<file path="config.mk">
export PLATFORM = sky130hd
export DESIGN_NAME = ex_muldiv
export DESIGN_NICKNAME = d
export VERILOG_FILES = /design/src/rtl/ex_muldiv.sv
export SDC_FILE = /design/constraint.sdc
export NUM_CORES = 1
export LEC_CHECK = 0
export ABC_AREA = 1
export CAP_MARGIN = 10
export CORE_AREA = 5 5 217 219
export CTS_CLUSTER_SIZE = 40
export DETAILED_ROUTE_END_ITERATION = 10
export DIE_AREA = 0 0 222 224
export SLEW_MARGIN = 20
export SYNTH_ARGS = -nofsm -noshare
export SYNTH_HDL_FRONTEND = slang
export SYNTH_SLANG_ARGS = --single-unit
</file>
<file path="constraint.sdc">
create_clock -name clk_i -period 3.55 [get_ports clk_i]
set_clock_uncertainty 0.15 [all_clocks]
set_input_delay 1.065 -clock clk_i [delete_from_list [all_inputs] [get_ports clk_i]]
set_output_delay 1.065 -clock clk_i [all_outputs]
set_load 0.1 [all_outputs]
</file>
<file path="src/rtl/ex_muldiv.sv">
// ex_muldiv: iterative RV32M multiply/divide unit for the EX stage.
// Multiplies use a shift-add loop and divides use restoring division. Each
// op takes one result bit per cycle for 32 cycles, followed by a sign-fix
// cycle. Divide-by-zero and signed overflow finish straight from PREP.
module ex_muldiv #(
  parameter int XLEN = 32
) (
  input  logic            clk_i,
  input  logic            rst_i,
  input  logic            start_i,
  input  logic            kill_i,
  input  logic [9:0]      funct_i,
  input  logic [XLEN-1:0] data1_i,
  input  logic [XLEN-1:0] data2_i,
  input  logic [4:0]      RDaddr_i,
  output logic            busy_o,
  output logic            done_o,
  output logic [XLEN-1:0] result_o,
  output logic [4:0]      RDaddr_o
);

  typedef enum logic [2:0] {
    S_IDLE,
    S_PREP,
    S_CALC,
    S_FIX,
    S_DONE
  } state_t;

  state_t      state_q;
  logic [31:0] a_q;        // operand 1; becomes the quotient during division
  logic [31:0] b_q;        // operand 2; shifted right as the multiplier
  logic [2:0]  f3_q;
  logic [4:0]  rd_q;       // destination captured at accept
  logic [63:0] acc_q;      // product, or remainder in [63:32] for divides
  logic [4:0]  cnt_q;
  logic        neg_q;      // product/quotient must be negated
  logic        rneg_q;     // remainder must be negated
  logic        busy_q;
  logic        done_q;
  logic [31:0] result_q;
  logic [4:0]  rdout_q;

  logic        is_div;
  logic        sgn1, sgn2;
  logic        neg1, neg2;
  logic [31:0] abs1_d, abs2_d;
  logic        div_zero, div_ovf, special_d;
  logic [31:0] special_res_d;
  logic [32:0] mul_sum;
  logic [32:0] div_shift;
  logic [32:0] div_diff;
  logic        div_ge;
  logic [63:0] acc_d;
  logic [31:0] a_d, b_d;
  logic [63:0] prod_fix;
  logic [31:0] quo_fix, rem_fix;
  logic [31:0] fix_res_d;

  // Operand conditioning, special-case detection, one iteration step and final sign fix
  always_comb begin
    is_div = f3_q[2];
    sgn1   = 1'b0;
    sgn2   = 1'b0;
    case (f3_q)
      3'b001:         begin sgn1 = 1'b1; sgn2 = 1'b1; end  // MULH
      3'b010:         begin sgn1 = 1'b1; sgn2 = 1'b0; end  // MULHSU
      3'b100, 3'b110: begin sgn1 = 1'b1; sgn2 = 1'b1; end  // DIV, REM
      default:        begin sgn1 = 1'b0; sgn2 = 1'b0; end
    endcase
    neg1   = sgn1 & a_q[31];
    neg2   = sgn2 & b_q[31];
    abs1_d = neg1 ? -a_q : a_q;
    abs2_d = neg2 ? -b_q : b_q;

    div_zero  = is_div && (b_q == 32'd0);
    div_ovf   = is_div && !f3_q[0] && (a_q == 32'h8000_0000) && (b_q == 32'hFFFF_FFFF);
    special_d = div_zero || div_ovf;
    if (div_zero) begin
      special_res_d = f3_q[1] ? a_q : 32'hFFFF_FFFF;
    end else begin
      special_res_d = f3_q[1] ? 32'd0 : 32'h8000_0000;
    end

    // Multiply step: add multiplicand into the upper half, then shift right
    mul_sum   = {1'b0, acc_q[63:32]} + (b_q[0] ? {1'b0, a_q} : 33'd0);
    // Divide step: shift next dividend bit into the remainder, trial subtract.
    // The remainder stays below the divisor, so bit 32 of the difference is
    // the borrow.
    div_shift = {acc_q[63:32], a_q[31]};
    div_diff  = div_shift - {1'b0, b_q};
    div_ge    = ~div_diff[32];
    if (is_div) begin
      acc_d = {(div_ge ? div_diff[31:0] : div_shift[31:0]), 32'd0};
      a_d   = {a_q[30:0], div_ge};
      b_d   = b_q;
    end else begin
      acc_d = {mul_sum, acc_q[31:1]};
      a_d   = a_q;
      b_d   = {1'b0, b_q[31:1]};
    end

    prod_fix = neg_q ? -acc_q : acc_q;
    quo_fix  = neg_q ? -a_q : a_q;
    rem_fix  = rneg_q ? -acc_q[63:32] : acc_q[63:32];
    case (f3_q)
      3'b000:                 fix_res_d = prod_fix[31:0];
      3'b001, 3'b010, 3'b011: fix_res_d = prod_fix[63:32];
      3'b100, 3'b101:         fix_res_d = quo_fix;
      default:                fix_res_d = rem_fix;
    endcase
  end

  // Control FSM with registered busy/done and the operand/result datapath
  always_ff @(posedge clk_i) begin
    if (rst_i) begin
      state_q  <= S_IDLE;
      a_q      <= '0;
      b_q      <= '0;
      f3_q     <= '0;
      rd_q     <= '0;
      acc_q    <= '0;
      cnt_q    <= '0;
      neg_q    <= 1'b0;
      rneg_q   <= 1'b0;
      busy_q   <= 1'b0;
      done_q   <= 1'b0;
      result_q <= '0;
      rdout_q  <= '0;
    end else if (kill_i && (state_q != S_IDLE)) begin
      state_q <= S_IDLE;
      busy_q  <= 1'b0;
      done_q  <= 1'b0;
    end else begin
      case (state_q)
        S_IDLE: begin
          done_q <= 1'b0;
          if (start_i && !kill_i && (funct_i[9:3] == 7'b0000001)) begin
            a_q     <= data1_i;
            b_q     <= data2_i;
            f3_q    <= funct_i[2:0];
            rd_q    <= RDaddr_i;
            busy_q  <= 1'b1;
            state_q <= S_PREP;
          end
        end
        S_PREP: begin
          a_q    <= abs1_d;
          b_q    <= abs2_d;
          neg_q  <= neg1 ^ neg2;
          rneg_q <= neg1;
          acc_q  <= '0;
          cnt_q  <= '0;
          if (special_d) begin
            result_q <= special_res_d;
            rdout_q  <= rd_q;
            busy_q   <= 1'b0;
            done_q   <= 1'b1;
            state_q  <= S_DONE;
          end else begin
            state_q <= S_CALC;
          end
        end
        S_CALC: begin
          acc_q <= acc_d;
          a_q   <= a_d;
          b_q   <= b_d;
          cnt_q <= cnt_q + 5'd1;
          if (cnt_q == 5'd31) begin
            state_q <= S_FIX;
          end
        end
        S_FIX: begin
          result_q <= fix_res_d;
          rdout_q  <= rd_q;
          busy_q   <= 1'b0;
          done_q   <= 1'b1;
          state_q  <= S_DONE;
        end
        S_DONE: begin
          done_q  <= 1'b0;
          state_q <= S_IDLE;
        end
        default: begin
          busy_q  <= 1'b0;
          done_q  <= 1'b0;
          state_q <= S_IDLE;
        end
      endcase
    end
  end

  assign busy_o   = busy_q;
  assign done_o   = done_q;
  assign result_o = result_q;
  assign RDaddr_o = rdout_q;

endmodule

</file>
After elaboration in Yosys (flattened, before gate mapping). Cells that the tools add are included.

Add/sub/neg operators: 7. Equal/unequal tests: 21. Multiplexer cells: 35. Bitwise operators: 7. Reductions and logical operators: 32.

Operators with widths (number): 2-to-1 mux 32 bit (14); one-hot mux 32 bit (3 select lines) (3); 2-to-1 mux 64 bit (2); one-hot mux 64 bit (2 select lines) (1); negation 32 bit (3); == test 32 bit, second input constant (2); negation 64 bit (1); one-hot mux 32 bit (2 select lines) (1); adder 32 x 32 -> 33 bit (1); subtractor 33 x 32 -> 33 bit (1); logical NOT 32 bit (1); one-hot mux 5 bit (2 select lines) (2); != test 2 bit, second input constant (7); == test 3 x 2 -> 1 bit, second input constant (4); == test 3 bit, second input constant (4); one-hot mux 3 bit (4 select lines) (1); AND reduction 5 bit (2); 2-to-1 mux 3 bit (3); AND reduction 3 bit (3); AND reduction 2 bit (4); == test 7 x 1 -> 1 bit, second input constant (1); logical AND 1 bit (7); == test 3 x 1 -> 1 bit, second input constant (2); logical NOT 3 bit (2); 15 further kinds (30).

Flip-flop bits (word level): 185. Input bits: 83. Output and inout bits: 39. Word-level logic and storage cells: 115.

Depth between registers and ports, before layout.
Depth after elaboration: 7. Mapped depth: 22. Mapped depth without buffers: 20.

Worst setup path after synthesis. No wires, ideal clock.

Kind: reg-to-reg. Start: register b_q[0]. End: register acc_q[59]. Library setup time: 0.070 ns. Arrival time: 2.587 ns. Data required time: 3.330 ns. Setup slack: 0.743 ns. Cell stages (with the launch flop): 23. Clock period less this slack: 2.807 ns. Cells stage by stage: dfxtp_1 clkbuf_1 clkbuf_1 nand2_1 inv_1 ha_1 inv_1 fa_1 inv_1 nand3_1 nand3_1 nand2_1 nand2_1 nand2_1 nand2_1 nand2_1 nand2_1 nand2_1 nand3_1 nand2_1 inv_1 nand2_1 a21oi_1.

Longest elaborated chain between the ends: 4. Elaborated cells between the ends (all ways): 6. Classes of those cells: add/sub (2); mux (4).

Ends and longest elaborated chain: start, declared (RTL line 32) `logic [31:0] b_q;`; start signal, assigned (RTL line 140) `b_q <= data2_i;`; start signal, assigned (RTL line 149) `b_q <= abs2_d;`; subtractor 33 x 32 -> 33 bit or 2-to-1 mux 32 bit (tied branches) (RTL line 91, 86); 2-to-1 mux 32 bit or adder 32 x 32 -> 33 bit (tied branches) (RTL line 94, 86); 2-to-1 mux 64 bit (*) (RTL line 93) `if (is_div) begin`; one-hot mux 64 bit (2 select lines) (*) (RTL line 135) `case (state_q)`; end signal, assigned (RTL line 122) `acc_q <= '0;`; end signal, assigned (RTL line 152) `acc_q <= '0;`; end signal, assigned (RTL line 165) `acc_q <= acc_d;`; end, declared (RTL line 35) `logic [63:0] acc_q;`.

Mark *: on every way between the ends. The rest lies on a longest branch, timed or not. A chain may end at the register's enable or synchronous reset.

Final worst setup path.
Start: register b_q[17]. End: register acc_q[35].

Longest elaborated chain between the ends: 4.

Ends and longest elaborated chain: subtractor 33 x 32 -> 33 bit (RTL line 91) `div_diff = div_shift - {1'b0, b_q};`; 2-to-1 mux 32 bit (RTL line 94) `acc_d = {(div_ge ? div_diff[31:0] : div_shift[31:0]), 32'd0};`; 2-to-1 mux 64 bit (RTL line 93); one-hot mux 64 bit (2 select lines) (RTL line 135).

No other way between the ends.

==> impl_metrics.toml <==
[finish]
area_delta_synth_final_pct = 12.8
nNetsFinal = 3903
ff_latch_area_um2 = 3710
drive_above_1_share_pct = 5.77
fin_cells = 4360
nFillCells = 4895
multi_input_comb_area_um2 = 13600

[yosys]
synth_cells = 3669
yosys.area_share.simple_pct = 44.1
ys_types = 48
avgSynthCellArea_um2 = 5.42
synth_nets = 3826
synth_xor_area_share_pct = 1.98
syn_area_um2 = 19900
yosys.area_share.adder_pct = 4.73
synth.area.mux_share_pct = 0
ys_seq_area_share_pct = 18.6
yosysWarnings = 0
synth_compound_area_share_pct = 17.4
synth_top_family_by_area = "simple AND/OR/NAND/NOR gates"
ys_seq_elements = 185

[floorplanning]
io_pins = 122
initial_utilization_pct = 44.3
core_area_um2 = 44900
die_x_um = 222
fp-row-count = 78
die_h_um = 224
die_area_um2 = 49700

[worst_setup_path]
critPathLaunchType = "flip-flop"
crit_cells = 17
crit_chain = "inv_1 -> ha_1 -> nand2_1 -> nand2_1 -> nand2_1 -> nand2_1 -> nand2_1 -> nand2_1 -> a21oi_1 -> nand2_1 -> nand2_1 -> nand2_1 -> buf_12 -> nand2_1 -> nand3_1 -> nand2_1 -> a21oi_1"
cp.required_ns = 3.77
r2r_end = "acc_q[35]$_SDFFE_PP0P_"
end_kind = "flip-flop"
critPathBufInv = 2
startpoint = "b_q[17]$_SDFFE_PP0P_"
rrSetupSlack_ns = 0.28
critical-path-max-stage-delay_ns = 0.47
critPathSlowestCell = "dfxtp_1"
path_class = "reg -> reg"
r2r_cells = 17
cp_common_cell = "nand2_1"
critPathArrivalTime_ns = 3.49
r2r_start = "b_q[17]$_SDFFE_PP0P_"
worstPathMaxFanout = 22
crit_path_end = "acc_q[35]$_SDFFE_PP0P_"
critPathTopFamily = "simple AND/OR/NAND/NOR gates"

[routing]
viasPerCell = 5.81
final_antenna_net_count = 0
routed_wl_um = 96200
vias = 25300
drc = 0
firstDrtPassIters = 6
first_iter_violations = 2698
wl_per_cell_um = 22.1

[cts]
h-tree-depth = 4
clkLatencyLatePin_ns = 0.51
cts_buffers = 17
cts_setup_buffers = 0
cts_root_buf = "clkbuf_16"
cts_buffer_depth = 2
cts_tree = "built"
path_clk_slew_ns = 0.08
cts_sinks = 185
ctsHoldBuffers = 0
cts_resized = 0

[flow_run]
drv_cap = 0

[global_route]
grt_max_degree = 112
antenna_found_initial = 1
grt_pass1_wl_um = 142000
grt_usage_pct = 37.0
grt-ovfl-total = 0
grt_pass1_vias = 23600

[pwr]
ir_drop_mv = 0.758
power_density_nw_per_um2 = 744
power_leakage_nw = 11.4

[placed_design]
dp_hpwl_um = 77100
portBuffers = 121
dp_cells = 4327
place_congestion = 1.08
pre_cts_ws_ns = 0.219

[sta]
setup_viol = 0
finalCritPeriodShare_pct = 92.1
setup_ws_ns = 0.279
hold_violations = 0
max_freq_ghz = 0.306
tightest_slew_ns = 1.07
period_minus_slack_ns = 3.27
hold-worst-slack_ns = 0.305
grt_setup_unrepaired = "no"
max_slew_margin_pct = 28.3
fin_tns_setup_ns = 0
slew_violations = 0

[status]
status = "completed"

[min_path]
min_path_type = "reg -> reg"
## synth_stat cells, drive strengths merged
| cell type | n | area (um^2) |
|---|---|---|
| o21ai | 212 | 1060 |
| a21o | 1 | 7.51 |
| and3 | 1 | 6.26 |
| ha | 72 | 901 |
| o221ai | 9 | 78.8 |
| a21boi | 1 | 7.51 |
| nor3 | 42 | 215 |
| a21oi | 278 | 1450 |
| nand2 | 1203 | 4540 |
| nand4 | 74 | 463 |
| a41oi | 15 | 131 |
| dfxtp | 185 | 3700 |
| buf | 47 | 288 |
| xor2 | 32 | 280 |
| nand3b | 23 | 173 |
| nor4 | 4 | 25.0 |
| a22oi | 1 | 7.51 |
| o22ai | 8 | 50.1 |
| o21bai | 6 | 45.0 |
| a211oi | 49 | 368 |
| o211ai | 10 | 75.1 |
| nand3 | 359 | 1830 |
| clkinv | 3 | 11.3 |
| inv | 516 | 1940 |
| clkbuf | 98 | 369 |
| o31ai | 1 | 7.51 |
| a31oi | 8 | 50.1 |
| or2 | 4 | 25.0 |
| nor2 | 369 | 1460 |
| a221oi | 13 | 114 |
| fa | 2 | 40.0 |
| and2 | 8 | 50.1 |
| xnor2 | 13 | 114 |
| o21a | 2 | 15.0 |
## worst min-delay path, stage by stage (launching register included)
cell and delay (ns):
dfxtp_1 0.30, inv_1 0.06, a21oi_1 0.05
## area by class of cell
| type | count | area share (%) |
|---|---|---|
| tap | 600 | 3.34 |
| timing repair buffer | 203 | 8.03 |
| multi-input combinational | 2820 | 60.6 |
| clock inverter | 14 | 0.786 |
| sequential | 185 | 16.5 |
| inverter | 519 | 8.68 |
| antenna | 1 | 0.0111 |
| clock buffer | 18 | 2.01 |
## cells by family (layout without fill, tap and decap cells)
group	Yosys count	in the layout
compound gates	614	614
other cells	0	1
simple gates	2087	2087
flops	185	185
fa+ha+maj	74	74
xor+xnor	45	45
buf+inv	664	754
## state kept, by name, summed over array words and instances, names as in the netlist
| name | cells |
|---|---|
| acc_q | 64 |
| a_q | 32 |
| b_q | 32 |
| result_o | 32 |
| RDaddr_o | 5 |
| cnt_q | 5 |
| rd_q | 5 |
| f3_q | 3 |
| state_q | 3 |
| busy_o | 1 |
| done_o | 1 |
| neg_q | 1 |
| rneg_q | 1 |
## cells in the final DEF (no fill, tap or decap), types with 32 or more instances in the layout
| cell | instances |
|---|---|
| dfxtp_1 | 183 |
| o21ai_0 | 202 |
| nand2_1 | 1195 |
| nor2_1 | 352 |
| nor3_1 | 40 |
| a21oi_1 | 264 |
| xor2_1 | 32 |
| ha_1 | 72 |
| a211oi_1 | 49 |
| nand3_1 | 352 |
| inv_1 | 507 |
| nand4_1 | 74 |
| clkdlybuf4s50_1 | 81 |
| buf_4 | 116 |
## worst min path at each step
stage / startpoint / end / slack (ns) / depth (start not counted)
after global placement: rd_q[0]$_SDFFE_PP0P_ / rd_q[0]$_SDFFE_PP0P_ / 0.29 / 2
after CTS: rd_q[0]$_SDFFE_PP0P_ / RDaddr_o[0]$_SDFFE_PP0P_ / 0.31 / 2
final: rd_q[0]$_SDFFE_PP0P_ / rd_q[0]$_SDFFE_PP0P_ / 0.30 / 2
after floorplan: rd_q[0]$_SDFFE_PP0P_ / RDaddr_o[0]$_SDFFE_PP0P_ / 0.28 / 2
after global routing: rd_q[0]$_SDFFE_PP0P_ / rd_q[0]$_SDFFE_PP0P_ / 0.32 / 2
after detailed placement: rd_q[0]$_SDFFE_PP0P_ / rd_q[0]$_SDFFE_PP0P_ / 0.29 / 2
## power by group
part | leakage [nW] | total [mW] | switching (mW) | internal [mW]
clock | 0.303 | 2.15 | 1.04 | 1.11
sequential | 1.50 | 2.97 | 0.537 | 2.43
combinational | 9.56 | 11.6 | 8.28 | 3.31
## metal layers
| metal | vias to the layer above | global-route usage [%] | share of wire, % |
|---|---|---|---|
| met3 | 351 | 5.83 | 7.3 |
| met4 | 2 | 26.5 | 8.7 |
| met2 | 1269 | 62.1 | 46 |
| li1 | 12100 | - | - |
| met5 | - | 0 | 0.014 |
| met1 | 11700 | 43.1 | 38 |
## per-stage QoR
step / power (mW) / cell area (um^2) / utilization (%)
global route: 17.8 / 22400 / 50.0
detailed placement: 14.2 / 21800 / 48.6
CTS: 16.3 / 22400 / 50.0
global placement: 14.1 / 21800 / 48.6
floorplan: 10.6 / 19900 / -
finish: 16.7 / 22400 / 50.0
Power figures use the tool's default switching activity.
